<file path="config.mk">
export PLATFORM = sky130hd
export DESIGN_NAME = cpu_controller_flat
export DESIGN_NICKNAME = d
export VERILOG_FILES = /design/src/rtl/cpu_controller_pkg.sv /design/src/rtl/cpu_controller_if.sv /design/src/rtl/cpu_controller_cond_check.sv /design/src/rtl/cpu_controller.sv /design/src/flat_wrapper.sv
export SDC_FILE = /design/constraint.sdc
export NUM_CORES = 1
export LEC_CHECK = 0
export CAP_MARGIN = 20
export CELL_PAD_IN_SITES_DETAIL_PLACEMENT = 1
export CELL_PAD_IN_SITES_GLOBAL_PLACEMENT = 1
export CORE_ASPECT_RATIO = 1.5
export CORE_MARGIN = 2
export CORE_UTILIZATION = 31
export CTS_CLUSTER_DIAMETER = 80
export DETAILED_ROUTE_END_ITERATION = 7
export PLACE_DENSITY_LB_ADDON = 0.08
export SLEW_MARGIN = 20
export SYNTH_ARGS = -nofsm -noshare
export SYNTH_HDL_FRONTEND = slang
export SYNTH_SLANG_ARGS = --single-unit
</file>
<file path="constraint.sdc">
create_clock -name clk -period 2.6 [get_ports clk]
set_input_delay 0.52 -clock clk [delete_from_list [all_inputs] [get_ports clk]]
set_output_delay 0.52 -clock clk [all_outputs]
set_load 0.02 [all_outputs]
</file>
<file path="src/rtl/cpu_controller_pkg.sv">
// Shared encodings for the ARM-subset sequencing controller: FSM states,
// condition codes, shifter/ALU opcodes and instruction-class decode.
package cpu_ctrl_pkg;

  typedef enum logic [2:0] {
    ST_IDLE   = 3'd0,
    ST_FETCH  = 3'd1,
    ST_DECODE = 3'd2,
    ST_EXEC   = 3'd3,
    ST_WB     = 3'd4
  } state_e;

  typedef enum logic [1:0] {
    CLS_DP0 = 2'd0,
    CLS_DP1 = 2'd1,
    CLS_DP2 = 2'd2,
    CLS_INV = 2'd3
  } instr_class_e;

  localparam logic [3:0] COND_EQ = 4'b0000;
  localparam logic [3:0] COND_NE = 4'b0001;
  localparam logic [3:0] COND_CS = 4'b0010;
  localparam logic [3:0] COND_CC = 4'b0011;
  localparam logic [3:0] COND_MI = 4'b0100;
  localparam logic [3:0] COND_PL = 4'b0101;
  localparam logic [3:0] COND_VS = 4'b0110;
  localparam logic [3:0] COND_VC = 4'b0111;
  localparam logic [3:0] COND_HI = 4'b1000;
  localparam logic [3:0] COND_LS = 4'b1001;
  localparam logic [3:0] COND_GE = 4'b1010;
  localparam logic [3:0] COND_LT = 4'b1011;
  localparam logic [3:0] COND_GT = 4'b1100;
  localparam logic [3:0] COND_LE = 4'b1101;
  localparam logic [3:0] COND_AL = 4'b1110;

  // Shifter opcode is {type, by_register}
  localparam logic [2:0] SH_LSL_IMM = 3'b000;
  localparam logic [2:0] SH_LSL_REG = 3'b001;
  localparam logic [2:0] SH_LSR_IMM = 3'b010;
  localparam logic [2:0] SH_LSR_REG = 3'b011;
  localparam logic [2:0] SH_ASR_IMM = 3'b100;
  localparam logic [2:0] SH_ASR_REG = 3'b101;
  localparam logic [2:0] SH_ROR_IMM = 3'b110;
  localparam logic [2:0] SH_ROR_REG = 3'b111;

  localparam logic [3:0] ALU_AND = 4'b0000;
  localparam logic [3:0] ALU_EOR = 4'b0001;
  localparam logic [3:0] ALU_SUB = 4'b0010;
  localparam logic [3:0] ALU_RSB = 4'b0011;
  localparam logic [3:0] ALU_ADD = 4'b0100;
  localparam logic [3:0] ALU_ADC = 4'b0101;
  localparam logic [3:0] ALU_SBC = 4'b0110;
  localparam logic [3:0] ALU_RSC = 4'b0111;
  localparam logic [3:0] ALU_TST = 4'b1000;
  localparam logic [3:0] ALU_TEQ = 4'b1001;
  localparam logic [3:0] ALU_CMP = 4'b1010;
  localparam logic [3:0] ALU_CMN = 4'b1011;
  localparam logic [3:0] ALU_ORR = 4'b1100;
  localparam logic [3:0] ALU_MOV = 4'b1101;
  localparam logic [3:0] ALU_BIC = 4'b1110;
  localparam logic [3:0] ALU_MVN = 4'b1111;

  localparam logic [1:0] RS_SRC_IMM5 = 2'b00;
  localparam logic [1:0] RS_SRC_RS   = 2'b01;
  localparam logic [1:0] RS_SRC_ROT  = 2'b10;

  function automatic instr_class_e decode_class(input logic [31:0] ir);
    instr_class_e cls;
    cls = CLS_INV;
    if (ir[27:25] == 3'b001) begin
      cls = CLS_DP2;
    end else if (ir[27:25] == 3'b000 && ir[4] == 1'b0) begin
      cls = CLS_DP0;
    end else if (ir[27:25] == 3'b000 && ir[7] == 1'b0) begin
      cls = CLS_DP1;
    end else begin
      cls = CLS_INV;
    end
    return cls;
  endfunction

endpackage

</file>
<file path="src/rtl/cpu_controller_if.sv">
// Control/status bundle between the sequencing controller (master) and the
// datapath (slave).
interface cpu_controller_if;
  logic [31:0] IR;
  logic [3:0]  NZCV;
  logic        write_pc;
  logic        write_ir;
  logic        write_reg;
  logic        write_nzcv;
  logic        rm_imm_s_ctrl;
  logic [1:0]  rs_imm_s_ctrl;
  logic [3:0]  ALU_OP_ctrl;
  logic [2:0]  Shift_OP_ctrl;
  logic [2:0]  state;
  logic [31:0] instr_cnt;

  modport master (
    input  IR, NZCV,
    output write_pc, write_ir, write_reg, write_nzcv,
    output rm_imm_s_ctrl, rs_imm_s_ctrl, ALU_OP_ctrl, Shift_OP_ctrl,
    output state, instr_cnt
  );

  modport slave (
    output IR, NZCV,
    input  write_pc, write_ir, write_reg, write_nzcv,
    input  rm_imm_s_ctrl, rs_imm_s_ctrl, ALU_OP_ctrl, Shift_OP_ctrl,
    input  state, instr_cnt
  );
endinterface

</file>
<file path="src/rtl/cpu_controller_cond_check.sv">
// ARM condition-field evaluation against the current NZCV flags.
// The reserved 1111 encoding never passes.
module cond_check
  import cpu_ctrl_pkg::*;
(
  input  logic [3:0] cond,
  input  logic [3:0] nzcv,
  output logic       pass
);

  logic n_s, z_s, c_s, v_s;
  assign {n_s, z_s, c_s, v_s} = nzcv;

  // condition table lookup
  always_comb begin
    pass = 1'b0;
    case (cond)
      COND_EQ: pass = z_s;
      COND_NE: pass = ~z_s;
      COND_CS: pass = c_s;
      COND_CC: pass = ~c_s;
      COND_MI: pass = n_s;
      COND_PL: pass = ~n_s;
      COND_VS: pass = v_s;
      COND_VC: pass = ~v_s;
      COND_HI: pass = c_s & ~z_s;
      COND_LS: pass = ~c_s | z_s;
      COND_GE: pass = (n_s == v_s);
      COND_LT: pass = (n_s != v_s);
      COND_GT: pass = ~z_s & (n_s == v_s);
      COND_LE: pass = z_s | (n_s != v_s);
      COND_AL: pass = 1'b1;
      default: pass = 1'b0;
    endcase
  end

endmodule

</file>
<file path="src/rtl/cpu_controller.sv">
// Multi-cycle FETCH/DECODE/EXEC/WB sequencer for the ARM-subset datapath.
// Control outputs are Moore-decoded from the state register and the live IR.
module cpu_controller
  import cpu_ctrl_pkg::*;
(
  input  logic             clk,
  input  logic             rst,
  cpu_controller_if.master bus
);

  state_e       state_r;
  state_e       next_state_s;
  logic [31:0]  instr_cnt_r;
  logic         cond_pass_s;
  instr_class_e class_s;
  logic         is_test_s;
  logic         unused_ir_s;

  logic         write_pc_s;
  logic         write_ir_s;
  logic         write_reg_s;
  logic         write_nzcv_s;
  logic         rm_imm_s;
  logic [1:0]   rs_imm_s;
  logic [3:0]   alu_op_s;
  logic [2:0]   shift_op_s;

  cond_check u_cond_check (
    .cond (bus.IR[31:28]),
    .nzcv (bus.NZCV),
    .pass (cond_pass_s)
  );

  assign class_s     = decode_class(bus.IR);
  // TST/TEQ/CMP/CMN share opcode prefix 10 and only update flags
  assign is_test_s   = (bus.IR[24:23] == ALU_TST[3:2]);
  assign unused_ir_s = ^{bus.IR[19:8], bus.IR[3:0]};

  // state register
  always_ff @(posedge clk or negedge rst) begin
    if (!rst) begin
      state_r <= ST_IDLE;
    end else begin
      state_r <= next_state_s;
    end
  end

  // retired-instruction counter, bumped on the edge leaving write-back
  always_ff @(posedge clk or negedge rst) begin
    if (!rst) begin
      instr_cnt_r <= 32'd0;
    end else if (state_r == ST_WB) begin
      instr_cnt_r <= instr_cnt_r + 32'd1;
    end else begin
      instr_cnt_r <= instr_cnt_r;
    end
  end

  // next-state decision; invalid classes behave like a failed condition
  always_comb begin
    next_state_s = ST_IDLE;
    case (state_r)
      ST_IDLE:   next_state_s = ST_FETCH;
      ST_FETCH:  next_state_s = ST_DECODE;
      ST_DECODE: begin
        if (cond_pass_s && (class_s != CLS_INV)) begin
          next_state_s = ST_EXEC;
        end else begin
          next_state_s = ST_FETCH;
        end
      end
      ST_EXEC:   next_state_s = ST_WB;
      ST_WB:     next_state_s = ST_FETCH;
      default:   next_state_s = ST_IDLE;
    endcase
  end

  // Moore output decode
  always_comb begin
    write_pc_s   = 1'b0;
    write_ir_s   = 1'b0;
    write_reg_s  = 1'b0;
    write_nzcv_s = 1'b0;
    rm_imm_s     = 1'b0;
    rs_imm_s     = 2'b00;
    alu_op_s     = 4'b0000;
    shift_op_s   = 3'b000;
    case (state_r)
      ST_FETCH: begin
        write_pc_s = 1'b1;
        write_ir_s = 1'b1;
      end
      ST_DECODE, ST_EXEC, ST_WB: begin
        alu_op_s = bus.IR[24:21];
        case (class_s)
          CLS_DP0: begin
            rs_imm_s   = RS_SRC_IMM5;
            shift_op_s = {bus.IR[6:5], 1'b0};
          end
          CLS_DP1: begin
            rs_imm_s   = RS_SRC_RS;
            shift_op_s = {bus.IR[6:5], 1'b1};
          end
          CLS_DP2: begin
            rm_imm_s   = 1'b1;
            rs_imm_s   = RS_SRC_ROT;
            shift_op_s = SH_ROR_REG;
          end
          default: begin
            rs_imm_s   = 2'b00;
            shift_op_s = 3'b000;
          end
        endcase
        if (state_r == ST_WB) begin
          write_reg_s  = ~is_test_s;
          write_nzcv_s = bus.IR[20] | is_test_s;
        end else begin
          write_reg_s  = 1'b0;
          write_nzcv_s = 1'b0;
        end
      end
      default: begin
        write_pc_s = 1'b0;
        write_ir_s = 1'b0;
      end
    endcase
  end

  assign bus.write_pc      = write_pc_s;
  assign bus.write_ir      = write_ir_s;
  assign bus.write_reg     = write_reg_s;
  assign bus.write_nzcv    = write_nzcv_s;
  assign bus.rm_imm_s_ctrl = rm_imm_s;
  assign bus.rs_imm_s_ctrl = rs_imm_s;
  assign bus.ALU_OP_ctrl   = alu_op_s;
  assign bus.Shift_OP_ctrl = shift_op_s;
  assign bus.state         = state_r;
  assign bus.instr_cnt     = instr_cnt_r;

endmodule

</file>
<file path="src/flat_wrapper.sv">
// flat-port wrapper written by rule: the top's interface ports become plain ports
module cpu_controller_flat import cpu_ctrl_pkg::*;
  (clk, rst, bus_IR, bus_NZCV, bus_write_pc, bus_write_ir, bus_write_reg, bus_write_nzcv, bus_rm_imm_s_ctrl, bus_rs_imm_s_ctrl, bus_ALU_OP_ctrl, bus_Shift_OP_ctrl, bus_state, bus_instr_cnt);
  cpu_controller_if bus_i ();
  input  logic clk;
  input  logic rst;
  input wire logic [$bits(bus_i.IR)-1:0] bus_IR;
  input wire logic [$bits(bus_i.NZCV)-1:0] bus_NZCV;
  output wire logic [$bits(bus_i.write_pc)-1:0] bus_write_pc;
  output wire logic [$bits(bus_i.write_ir)-1:0] bus_write_ir;
  output wire logic [$bits(bus_i.write_reg)-1:0] bus_write_reg;
  output wire logic [$bits(bus_i.write_nzcv)-1:0] bus_write_nzcv;
  output wire logic [$bits(bus_i.rm_imm_s_ctrl)-1:0] bus_rm_imm_s_ctrl;
  output wire logic [$bits(bus_i.rs_imm_s_ctrl)-1:0] bus_rs_imm_s_ctrl;
  output wire logic [$bits(bus_i.ALU_OP_ctrl)-1:0] bus_ALU_OP_ctrl;
  output wire logic [$bits(bus_i.Shift_OP_ctrl)-1:0] bus_Shift_OP_ctrl;
  output wire logic [$bits(bus_i.state)-1:0] bus_state;
  output wire logic [$bits(bus_i.instr_cnt)-1:0] bus_instr_cnt;
  assign bus_i.IR = bus_IR;
  assign bus_i.NZCV = bus_NZCV;
  assign bus_write_pc = bus_i.write_pc;
  assign bus_write_ir = bus_i.write_ir;
  assign bus_write_reg = bus_i.write_reg;
  assign bus_write_nzcv = bus_i.write_nzcv;
  assign bus_rm_imm_s_ctrl = bus_i.rm_imm_s_ctrl;
  assign bus_rs_imm_s_ctrl = bus_i.rs_imm_s_ctrl;
  assign bus_ALU_OP_ctrl = bus_i.ALU_OP_ctrl;
  assign bus_Shift_OP_ctrl = bus_i.Shift_OP_ctrl;
  assign bus_state = bus_i.state;
  assign bus_instr_cnt = bus_i.instr_cnt;
  cpu_controller u_core (.clk(clk), .rst(rst), .bus(bus_i));
endmodule
</file>
After elaboration in Yosys (flattened, before gate mapping)

Cells that the tools add are included.

Output and inout bits: 49
Register bits after elaboration: 35
Input port bits: 38

Add/subtract/negate cells: 1
Bitwise operators: 12
Multiplexer cells: 18
Reductions and logical operators: 9
Equality and inequality tests: 25

Operators by type and width:

| operator                                                         | number |
|---|---|
| 32-bit by 1-bit adder with 32-bit output (second input constant) | 1 |
| 4-bit == test (second input constant)                            | 7 |
| 4-bit by 3-bit == test with 1-bit output (second input constant) | 4 |
| 1-bit case mux with 15 select lines                              | 1 |
| 3-bit case mux with 4 select lines                               | 1 |
| 2-bit 2-to-1 mux                                                 | 5 |
| 3-bit case mux with 3 select lines                               | 1 |
| 4-bit by 2-bit == test with 1-bit output (second input constant) | 2 |
| 1-bit 2-to-1 mux                                                 | 7 |
| 1-bit inverter                                                   | 7 |
| 3-bit by 1-bit == test with 1-bit output (second input constant) | 2 |
| 3-bit by 2-bit == test with 1-bit output (second input constant) | 2 |
| 3-bit logical NOT                                                | 2 |
| 2-bit == test (second input constant)                            | 2 |
| 4-bit by 1-bit == test with 1-bit output (second input constant) | 1 |
| 4-bit logical NOT                                                | 1 |
| 4-bit 2-to-1 mux                                                 | 1 |
| 2-bit case mux with 2 select lines                               | 1 |
| 3-bit == test (second input constant)                            | 1 |
| 1-bit logical AND                                                | 3 |
| 3-bit 2-to-1 mux                                                 | 1 |
| 1-bit bitwise OR                                                 | 3 |
| 3-bit OR reduction                                               | 1 |
| 1-bit AND                                                        | 2 |
| 6 further kinds                                                  | 6 |

Longest topological paths before layout

Gate-level depths: netlist (run 1).

Depth in word-level cells: 9
Gate-level depth with buffers: 7

Cells and area by module

Synthesis (run 1) repeated with hierarchy kept, for this count alone.

Cells, all modules: 196
Area total of the unflattened synthesis: 2023.2 um^2

Modules (own cells, without submodules):

| module         | cells an instance | area an instance (um^2) | times used | seq. area each (um^2) |
|---|---|---|---|---|
| cpu_controller | 168               | 1829.3                  | 1          | 875.8 |
| cond_check     | 28                | 193.9                   | 1          | 0.0 |

Worst setup path after synthesis (run 1)

No wires, ideal clock.

Path kind: input to output
Start: in bus_IR[7]
End: out bus_Shift_OP_ctrl[0]
Path slack: 79 ps
Arrival time: 2001 ps
Stages on the path: 4
Cells stage by stage: a2111oi_0 -> inv_1 -> ha_1 -> nor2_1

Longest elaborated chain between the ends: 8

Ends and longest elaborated chain:

| element                                     | RTL line                 | text |
|---|---|---|
| start, declared                             | flat_wrapper.sv:7        | `input wire logic [$bits(bus_i.IR)-1:0] bus_IR;` |
| 1-bit inverter (*)                          | cpu_controller_pkg.sv:74 | `end else if (ir[27:25] == 3'b000 && ir[7] == 1'b0) begin` |
| 1-bit logical AND (*)                       | cpu_controller_pkg.sv:74 |  |
| 2-bit 2-to-1 mux (*)                        | cpu_controller_pkg.sv:74 |  |
| 2-bit 2-to-1 mux (*)                        | cpu_controller_pkg.sv:72 | `end else if (ir[27:25] == 3'b000 && ir[4] == 1'b0) begin` |
| 2-bit 2-to-1 mux (*)                        | cpu_controller_pkg.sv:70 | `if (ir[27:25] == 3'b001) begin` |
| 2-bit == test, or another cell as far along | cpu_controller.sv:95     | `case (class_s)` |
| 3-bit case mux with 3 select lines (*)      | cpu_controller.sv:95     |  |
| 3-bit 2-to-1 mux (*)                        | cpu_controller.sv:88     | `case (state_r)` |
| end, declared                               | flat_wrapper.sv:16       | `output wire logic [$bits(bus_i.Shift_OP_ctrl)-1:0] bus_Shift_OP_ctrl;` |

Every way passes the cells marked *; elsewhere a longest branch is shown, timed or not.

Worst setup path after layout (run 1)

Start: in bus_IR[27]
End: out bus_rm_imm_s_ctrl

Longest elaborated chain between the ends: 8

Ends and longest elaborated chain:

| element              | RTL line                                           | text |
|---|---|---|
| 3-bit logical NOT    | cpu_controller_pkg.sv:72, cpu_controller_pkg.sv:74 |  |
| 1-bit logical AND    | cpu_controller_pkg.sv:74                           |  |
| 2-bit 2-to-1 mux     | cpu_controller_pkg.sv:74                           |  |
| 2-bit 2-to-1 mux     | cpu_controller_pkg.sv:72                           |  |
| 2-bit 2-to-1 mux (*) | cpu_controller_pkg.sv:70                           |  |
| 2-bit == test (*)    | cpu_controller.sv:95                               |  |
| 1-bit 2-to-1 mux (*) | cpu_controller.sv:95                               |  |
| 1-bit 2-to-1 mux (*) | cpu_controller.sv:88                               |  |
| end, declared        | flat_wrapper.sv:13                                 | `output wire logic [$bits(bus_i.rm_imm_s_ctrl)-1:0] bus_rm_imm_s_ctrl;` |

Marked as above.

==> results of run 1 <==
==> worst max-delay path, cell delays in order <==
cell                              delay (ns)
sky130_fd_sc_hd__clkdlybuf4s50_1        0.45
sky130_fd_sc_hd__a2111oi_4              0.19
sky130_fd_sc_hd__buf_4                  0.16
sky130_fd_sc_hd__inv_1                  0.05
sky130_fd_sc_hd__buf_4                  0.13
sky130_fd_sc_hd__ha_1                   0.16
sky130_fd_sc_hd__nor2b_1                0.12
sky130_fd_sc_hd__buf_4                  0.16
==> worst paths after layout <==
check | endpoint | depth (start not counted) | slack [ns]
max reg2reg | u_core.bus.instr_cnt[27] | 5 | 0.52
max | bus_rm_imm_s_ctrl | 8 | 0.13
max in group asynchronous | u_core.bus.instr_cnt[3] | 1 | 1.79
min reg2reg | u_core.bus.instr_cnt[31] | 1 | 0.48
min in group clk | u_core.bus.instr_cnt[31] | 1 | 0.48
min | u_core.bus.instr_cnt[26] | 1 | 0.31
==> power by group through the flow <==
stage / clock network [W] / registers, W / logic [W]
after floorplan: 0 / 0.000691 / 0.000244
after global routing: 0.000436 / 0.000662 / 0.000589
after CTS: 0.000416 / 0.000648 / 0.000541
after global placement: 0 / 0.000656 / 0.000540
after detailed placement: 0 / 0.000658 / 0.000538
final: 0.000397 / 0.000648 / 0.000539
==> registers in the layout (all words and copies together) (netlist names) <==
signal and count:
u_core.bus.instr_cnt 32, u_core.bus.state 3
==> stage by stage <==
| stage | std cells | cell area (sq um) | power, W | hold WS (ns) |
|---|---|---|---|---|
| 2_1_floorplan | 213 | 2060 | 0.000935 | 0.224 |
| 3_3_place_gp | 358 | 2860 | 0.00120 | 0.460 |
| 3_5_place_dp | 358 | 2860 | 0.00120 | 0.470 |
| 4_1_cts | 365 | 2940 | 0.00161 | 0.336 |
| 5_1_grt | 365 | 2980 | 0.00169 | 0.376 |
| 6_report | 365 | 2980 | 0.00158 | 0.314 |
==> routing by layer <==
layer / wire length [microns] / up-vias
met1: 2040 / 892
met4: 76 / 0
met3: 270 / 5
li1: - / 890
met2: 2790 / 46
met5: 0 / -
==> logic make-up (layout without fill, tap and decap cells) <==
| kind of cell | Yosys count | in the layout |
|---|---|---|
| and+or+nand+nor | 102 | 102 |
| DFF | 35 | 35 |
| xor gates and xnor gates | 33 | 33 |
| buffers and inverters | 19 | 95 |
| AOI/OAI and AO/OA | 17 | 17 |
| adders and majority gates | 5 | 5 |
| muxes | 2 | 2 |
==> cell usage after synthesis (2+ instances only) <==
cell | number | area, sq um
sky130_fd_sc_hd__nand2_1 | 16 | 60.1
sky130_fd_sc_hd__ha_1 | 5 | 62.6
sky130_fd_sc_hd__nor2b_1 | 9 | 56.3
sky130_fd_sc_hd__nor3_1 | 5 | 25.0
sky130_fd_sc_hd__a21oi_1 | 5 | 25.0
sky130_fd_sc_hd__nor4bb_1 | 3 | 30.0
sky130_fd_sc_hd__and2_1 | 2 | 12.5
sky130_fd_sc_hd__nor4_4 | 3 | 63.8
sky130_fd_sc_hd__nand3_1 | 16 | 80.1
sky130_fd_sc_hd__nand4_1 | 18 | 113
sky130_fd_sc_hd__dfrtp_1 | 35 | 876
sky130_fd_sc_hd__a31oi_1 | 2 | 12.5
sky130_fd_sc_hd__or2_2 | 2 | 12.5
sky130_fd_sc_hd__and3_1 | 2 | 12.5
sky130_fd_sc_hd__xor2_1 | 5 | 43.8
sky130_fd_sc_hd__clkbuf_1 | 6 | 22.5
sky130_fd_sc_hd__nor3b_1 | 4 | 30.0
sky130_fd_sc_hd__buf_6 | 2 | 22.5
sky130_fd_sc_hd__inv_1 | 10 | 37.5
sky130_fd_sc_hd__nor2_1 | 17 | 63.8
sky130_fd_sc_hd__xnor2_1 | 28 | 245
==> final cells by class <==
type	count	share of cell area, %
sequential	35	29.4
timing repair buffer	78	25.4
tap	76	3.19
clock inverter	1	0.168
clock buffer	6	2.77
inverter	10	1.26
multi-input combinational	159	37.8
==> timing repair <==
| item | 4_1_cts | 5_1_grt |
|---|---|---|
| setup endpoints to repair | 10 | 10 |
| pin swaps | 0 | 1 |
| gates resized for setup | 23 | 8 |
| hold buffers | 0 | 0 |
| buffers inserted | 0 | 0 |
==> impl_metrics.tcl, run 1 <==
set metrics [dict create \
    netlist-cell-type-count 39 \
    fin_ws_ns 0.128 \
    design.die.area_sq_um 7330 \
    rsz0062_at_grt "false" \
    met2_track_demand_over_resource_in_global_routing_pct 27.4 \
    area_of_the_multi_input_gates_sq_um 1130 \
    drive_gt1_share_pct 11.1 \
    layout_common_cells "sky130_fd_sc_hd__clkdlybuf4s50_1, sky130_fd_sc_hd__dfrtp_1, sky130_fd_sc_hd__xnor2_1" \
    vias_per_cell 5.02 \
    grt.busiest_layer "met2" \
    routed_wl_mm 5.18 \
    io_pins 87 \
    detailroute.via_count 1833 \
    synth_mux_area_share_pct 1.03 \
    startpoint "bus_IR[27]" \
    seqPwrFrac_pct 40.9 \
    worstPathArrival_ns 1.95 \
    postSynthAreaPerCell_sq_um 9.67 \
    num_antenna_cells 0 \
    grt.met1_usage_pct 17.4 \
    core_area_sq_um 6490 \
    first_pass_grt_wire_length_mm 9.18 \
    synth_top_family_by_area "simple AND/OR/NAND/NOR gates" \
    clk_transition_reported_paths_ns 0.07 \
    crit_fanout 2 \
    sequential_share_of_the_synthesized_area_pct 42.5 \
    setup-violations-final 0 \
    tritoncts "built" \
    critical_path.endpoint_type "primary output" \
    dpl_worst_slack_ns -0.480 \
    tritoncts_num_sinks 35 \
    ctsLongestPathBuffers 2 \
    cts-root-buf "sky130_fd_sc_hd__clkbuf_8" \
    layout.nets 332 \
    ys_dominant_reg_cell "sky130_fd_sc_hd__dfrtp_1" \
    final_common_cell "sky130_fd_sc_hd__clkdlybuf4s50_1" \
    fin_crit_sh_pct 95.1 \
    drtIter0Drc 54 \
    p_switching_w 0.000529 \
    r2r-start "u_core.bus.state[1]" \
    floorplan.die.height_microns 104 \
    dieWidth_microns 70.6 \
    synth_area_sq_um 2060 \
    timing.max_cap.violations 0 \
    internal-power_w 0.00106 \
    grt_overflow 0 \
    route.detailed.drc 0 \
    peakVddDrop_v 0.000437 \
    max_freq_mhz 405 \
    min_path_type "in -> async" \
    cts_buffers 5 \
    arithmetic_cell_share_of_the_synthesized_area_counting_full_adders_half_adders_and_majority_gates_pct 3.04 \
    yosys.area_share.simple_pct 29.3 \
    final.setup.tns_ns 0 \
    area.growth.synth_to_final_pct 44.5 \
    ctsHtreeMaxLevel 2 \
    dpl.hpwl_mm 3.99 \
    timing.max_slew.rel_slack_pct 47.6 \
    measured_slew_at_the_worst_slew_check_pin_ns 0.786 \
    status "finished clean" \
    final_routed_wire_length_divided_by_cell_count_microns 14.2 \
    row_count 36 \
    synth_compound_gate_area_share_pct 5.77 \
    ys_async_sr_fraction_pct 100 \
    sequential_cell_area_sq_um 876 \
    post_synth_inst_count 213 \
    overall_routing_resource_usage_pct 15.4 \
    powerDensity_nw_per_um2 532 \
    drt_pass1_iterations 4 \
    antenna_found_initial 0 \
    power_frac_comb_pct 34.0 \
    synth_edf_count 0 \
    cp.required_ns 2.08 \
    ys.warnings.count 0 \
    skew_ns 0.0103 \
    clockPowerShare_pct 25.1 \
    gp_routability_congestion 0.692 \
    fillers 748 \
    synth_nets 256 \
    ant_nets 0 \
    clk_latency_ns 0.29 \
    finish.utilization_pct 45.9 \
    grt_max_degree 36 \
    port_buffers 70 \
    initial_core_util_pct 31.8 \
    hold_violations 0 \
    worstSetupStartpointType "input port" \
    global_routing_usage_on_met3_pct 3.59 \
    sw_share_pct 33.4 \
    static-leakage-power_nw 1.26 \
    period_needed_ns 2.47 \
    yosys_register_bits 35 \
    synth_xor_area_share_pct 14.0 \
    crit_type "in -> out" \
    finalMaxSlewViolations 0 \
    first_global_vias 1968 \
]
Note: power is estimated with default switching activity, not from simulation.
==> inputs of run 2 (changes only) <==
--- a/config.mk
+++ b/config.mk
@@ -13,7 +13,7 @@
 export CORE_UTILIZATION = 31
 export CTS_CLUSTER_DIAMETER = 80
 export DETAILED_ROUTE_END_ITERATION = 7
-export PLACE_DENSITY_LB_ADDON = 0.08
+export PLACE_DENSITY_LB_ADDON = 0.1
 export SLEW_MARGIN = 20
 export SYNTH_ARGS = -nofsm -noshare
 export SYNTH_HDL_FRONTEND = slang
==> run 2 against run 1 <==
Against the previous run:
- sequential share of layout area down 0.062 points
- setup slack got worse by 0.068 ns
- die area unchanged
- sequential power barely moved
- global-route usage shrank 0.34 points
- routed wire length rose by 2.8%
- register-to-register slack worse by 0.02 ns
- hold slack got worse by 0.0082 ns
- sequential cell count did not move
- via count up 1.1%
- utilization increased by 0.096 points
- critical path type unchanged
- critical endpoint is now bus_Shift_OP_ctrl[0]
- largest power group unchanged
==> impl_metrics.tcl, run 2 (synthesis results as in run 1) <==
set metrics [dict create \
    status "finished clean" \
    cts_buffers 5 \
    measured_slew_at_the_worst_slew_check_pin_ns 0.801 \
    overall_routing_resource_usage_pct 15.0 \
    row_count 36 \
    powerDensity_nw_per_um2 547 \
    finish.utilization_pct 46.0 \
    area.growth.synth_to_final_pct 44.8 \
    layout_common_cells "sky130_fd_sc_hd__clkdlybuf4s50_1, sky130_fd_sc_hd__dfrtp_1, sky130_fd_sc_hd__xnor2_1" \
    cp_cell_sequence "clkdlybuf4s50_1 > a2111oi_4 > buf_4 > inv_1 > ha_1 > nor2_1 > buf_4" \
    min_path_type "in -> async" \
    cp.required_ns 2.08 \
    ant_nets 0 \
    hold_violations 0 \
    worstPathArrival_ns 2.02 \
    cts-root-buf "sky130_fd_sc_hd__clkbuf_8" \
    gp_routability_congestion 0.703 \
    grt_max_degree 36 \
    finalMaxSlewViolations 0 \
    static-leakage-power_nw 1.26 \
    num_antenna_cells 0 \
    port_buffers 70 \
    ctsHtreeMaxLevel 2 \
    timing.max_cap.violations 0 \
    final.setup.tns_ns 0 \
    drive_gt1_share_pct 12.0 \
    clk_latency_ns 0.30 \
    antenna_found_initial 0 \
    grt_overflow 0 \
    first_global_vias 1891 \
    fillers 787 \
    drtIter0Drc 49 \
    final_routed_wire_length_divided_by_cell_count_microns 14.5 \
    tritoncts_num_sinks 35 \
    dieWidth_microns 70.6 \
    routed_wl_mm 5.32 \
    fin_crit_sh_pct 97.7 \
    layout.nets 334 \
    io_pins 87 \
    drt_pass1_iterations 4 \
    peakVddDrop_v 0.000390 \
    clk_transition_reported_paths_ns 0.07 \
    critical-path-slowest-cell "sky130_fd_sc_hd__clkdlybuf4s50_1" \
    design.die.area_sq_um 7330 \
    fin_hold_ws_ns 0.306 \
    period_needed_ns 2.54 \
    setup-violations-final 0 \
    core_area_sq_um 6490 \
    worstSetupStartpointType "input port" \
    critical_path.max_stage_delay_ns 0.47 \
    initial_core_util_pct 31.8 \
    rsz0062_at_grt "false" \
    route.detailed.drc 0 \
    tritoncts "built" \
    largest_reg_flops 32 \
    crit_fanout 3 \
    cts.repair_timing.setup_buffer_count 0 \
    ctsLongestPathBuffers 2 \
    max_freq_mhz 394 \
    critical_path.endpoint_type "primary output" \
    critical_path.most_common_cell "sky130_fd_sc_hd__buf_4" \
    skew_ns 0.00798 \
    final_common_cell "sky130_fd_sc_hd__clkdlybuf4s50_1" \
    floorplan.die.height_microns 104 \
    vias_per_cell 5.04 \
    timing.max_slew.rel_slack_pct 46.6 \
    dpl.hpwl_mm 3.91 \
    first_pass_grt_wire_length_mm 8.96 \
    crit_type "in -> out" \
    detailroute.via_count 1854 \
]
-- run 2: stage by stage --
stage	worst slack [ns]	instances	instance area [sq um]	total power [W]
final	0.0602	368	2980	0.00163
after global routing	0.00148	368	2980	0.00172
after CTS	0.000533	368	2970	0.00166
after detailed placement	-0.475	360	2870	0.00121
after global placement	-0.488	360	2870	0.00121
after floorplan	0.0792	213	2060	0.000935
-- run 2: worst paths after layout --
kind,startpoint,to,slack [ns],cells past startpoint
worst max-delay path,bus_IR[26],bus_Shift_OP_ctrl[0],0.06,7
worst min-delay path,rst,u_core.bus.instr_cnt[28],0.31,1
worst max register to register,u_core.bus.state[1],u_core.bus.instr_cnt[23],0.50,5
worst min register to register,u_core.bus.instr_cnt[31],u_core.bus.instr_cnt[31],0.47,1
max in group asynchronous,rst,u_core.bus.instr_cnt[18],1.78,1
min in group clk,u_core.bus.instr_cnt[31],u_core.bus.instr_cnt[31],0.47,1
-- run 2: power by group --
group / internal [W] / switching (W) / total (W)
registers: 0.000584 / 0.0000628 / 0.000647
clock network: 0.000241 / 0.000205 / 0.000446
logic: 0.000267 / 0.000274 / 0.000541
-- run 2: per-layer routing --
metal / global-route usage, % / vias up / share of wire, %
met1: 16.2 / 910 / 40
met3: 2.62 / 6 / 3.9
met2: 28.0 / 43 / 55
li1: - / 895 / -
met4: 6.47 / 0 / 2.0
met5: 0 / - / 0
-- run 2: final cells by class --
class | instances | area [sq um] | share of cell area (%)
clock buffers | 7 | 96.3 | 3.23
inverters | 10 | 37.5 | 1.26
well taps | 76 | 95.1 | 3.19
multi-input cells | 159 | 1120 | 37.5
repair buffers | 80 | 753 | 25.2
flip-flops and latches | 35 | 876 | 29.4
clock inverters | 1 | 7.51 | 0.252
-- run 2: timing repair --
action / CTS / global route
setup endpoints to repair: 6 / 10
pin swaps: 0 / 1
hold buffers: 0 / 0
gates resized for setup: 23 / 10
-- run 2: worst max-delay path, delay by kind of cell --
| kind | cells | cell delay [ns] |
|---|---|---|
| compound gates | 1 | 0.30 |
| simple gates | 1 | 0.10 |
| fa+ha+maj | 1 | 0.26 |
| buf+inv | 4 | 0.83 |
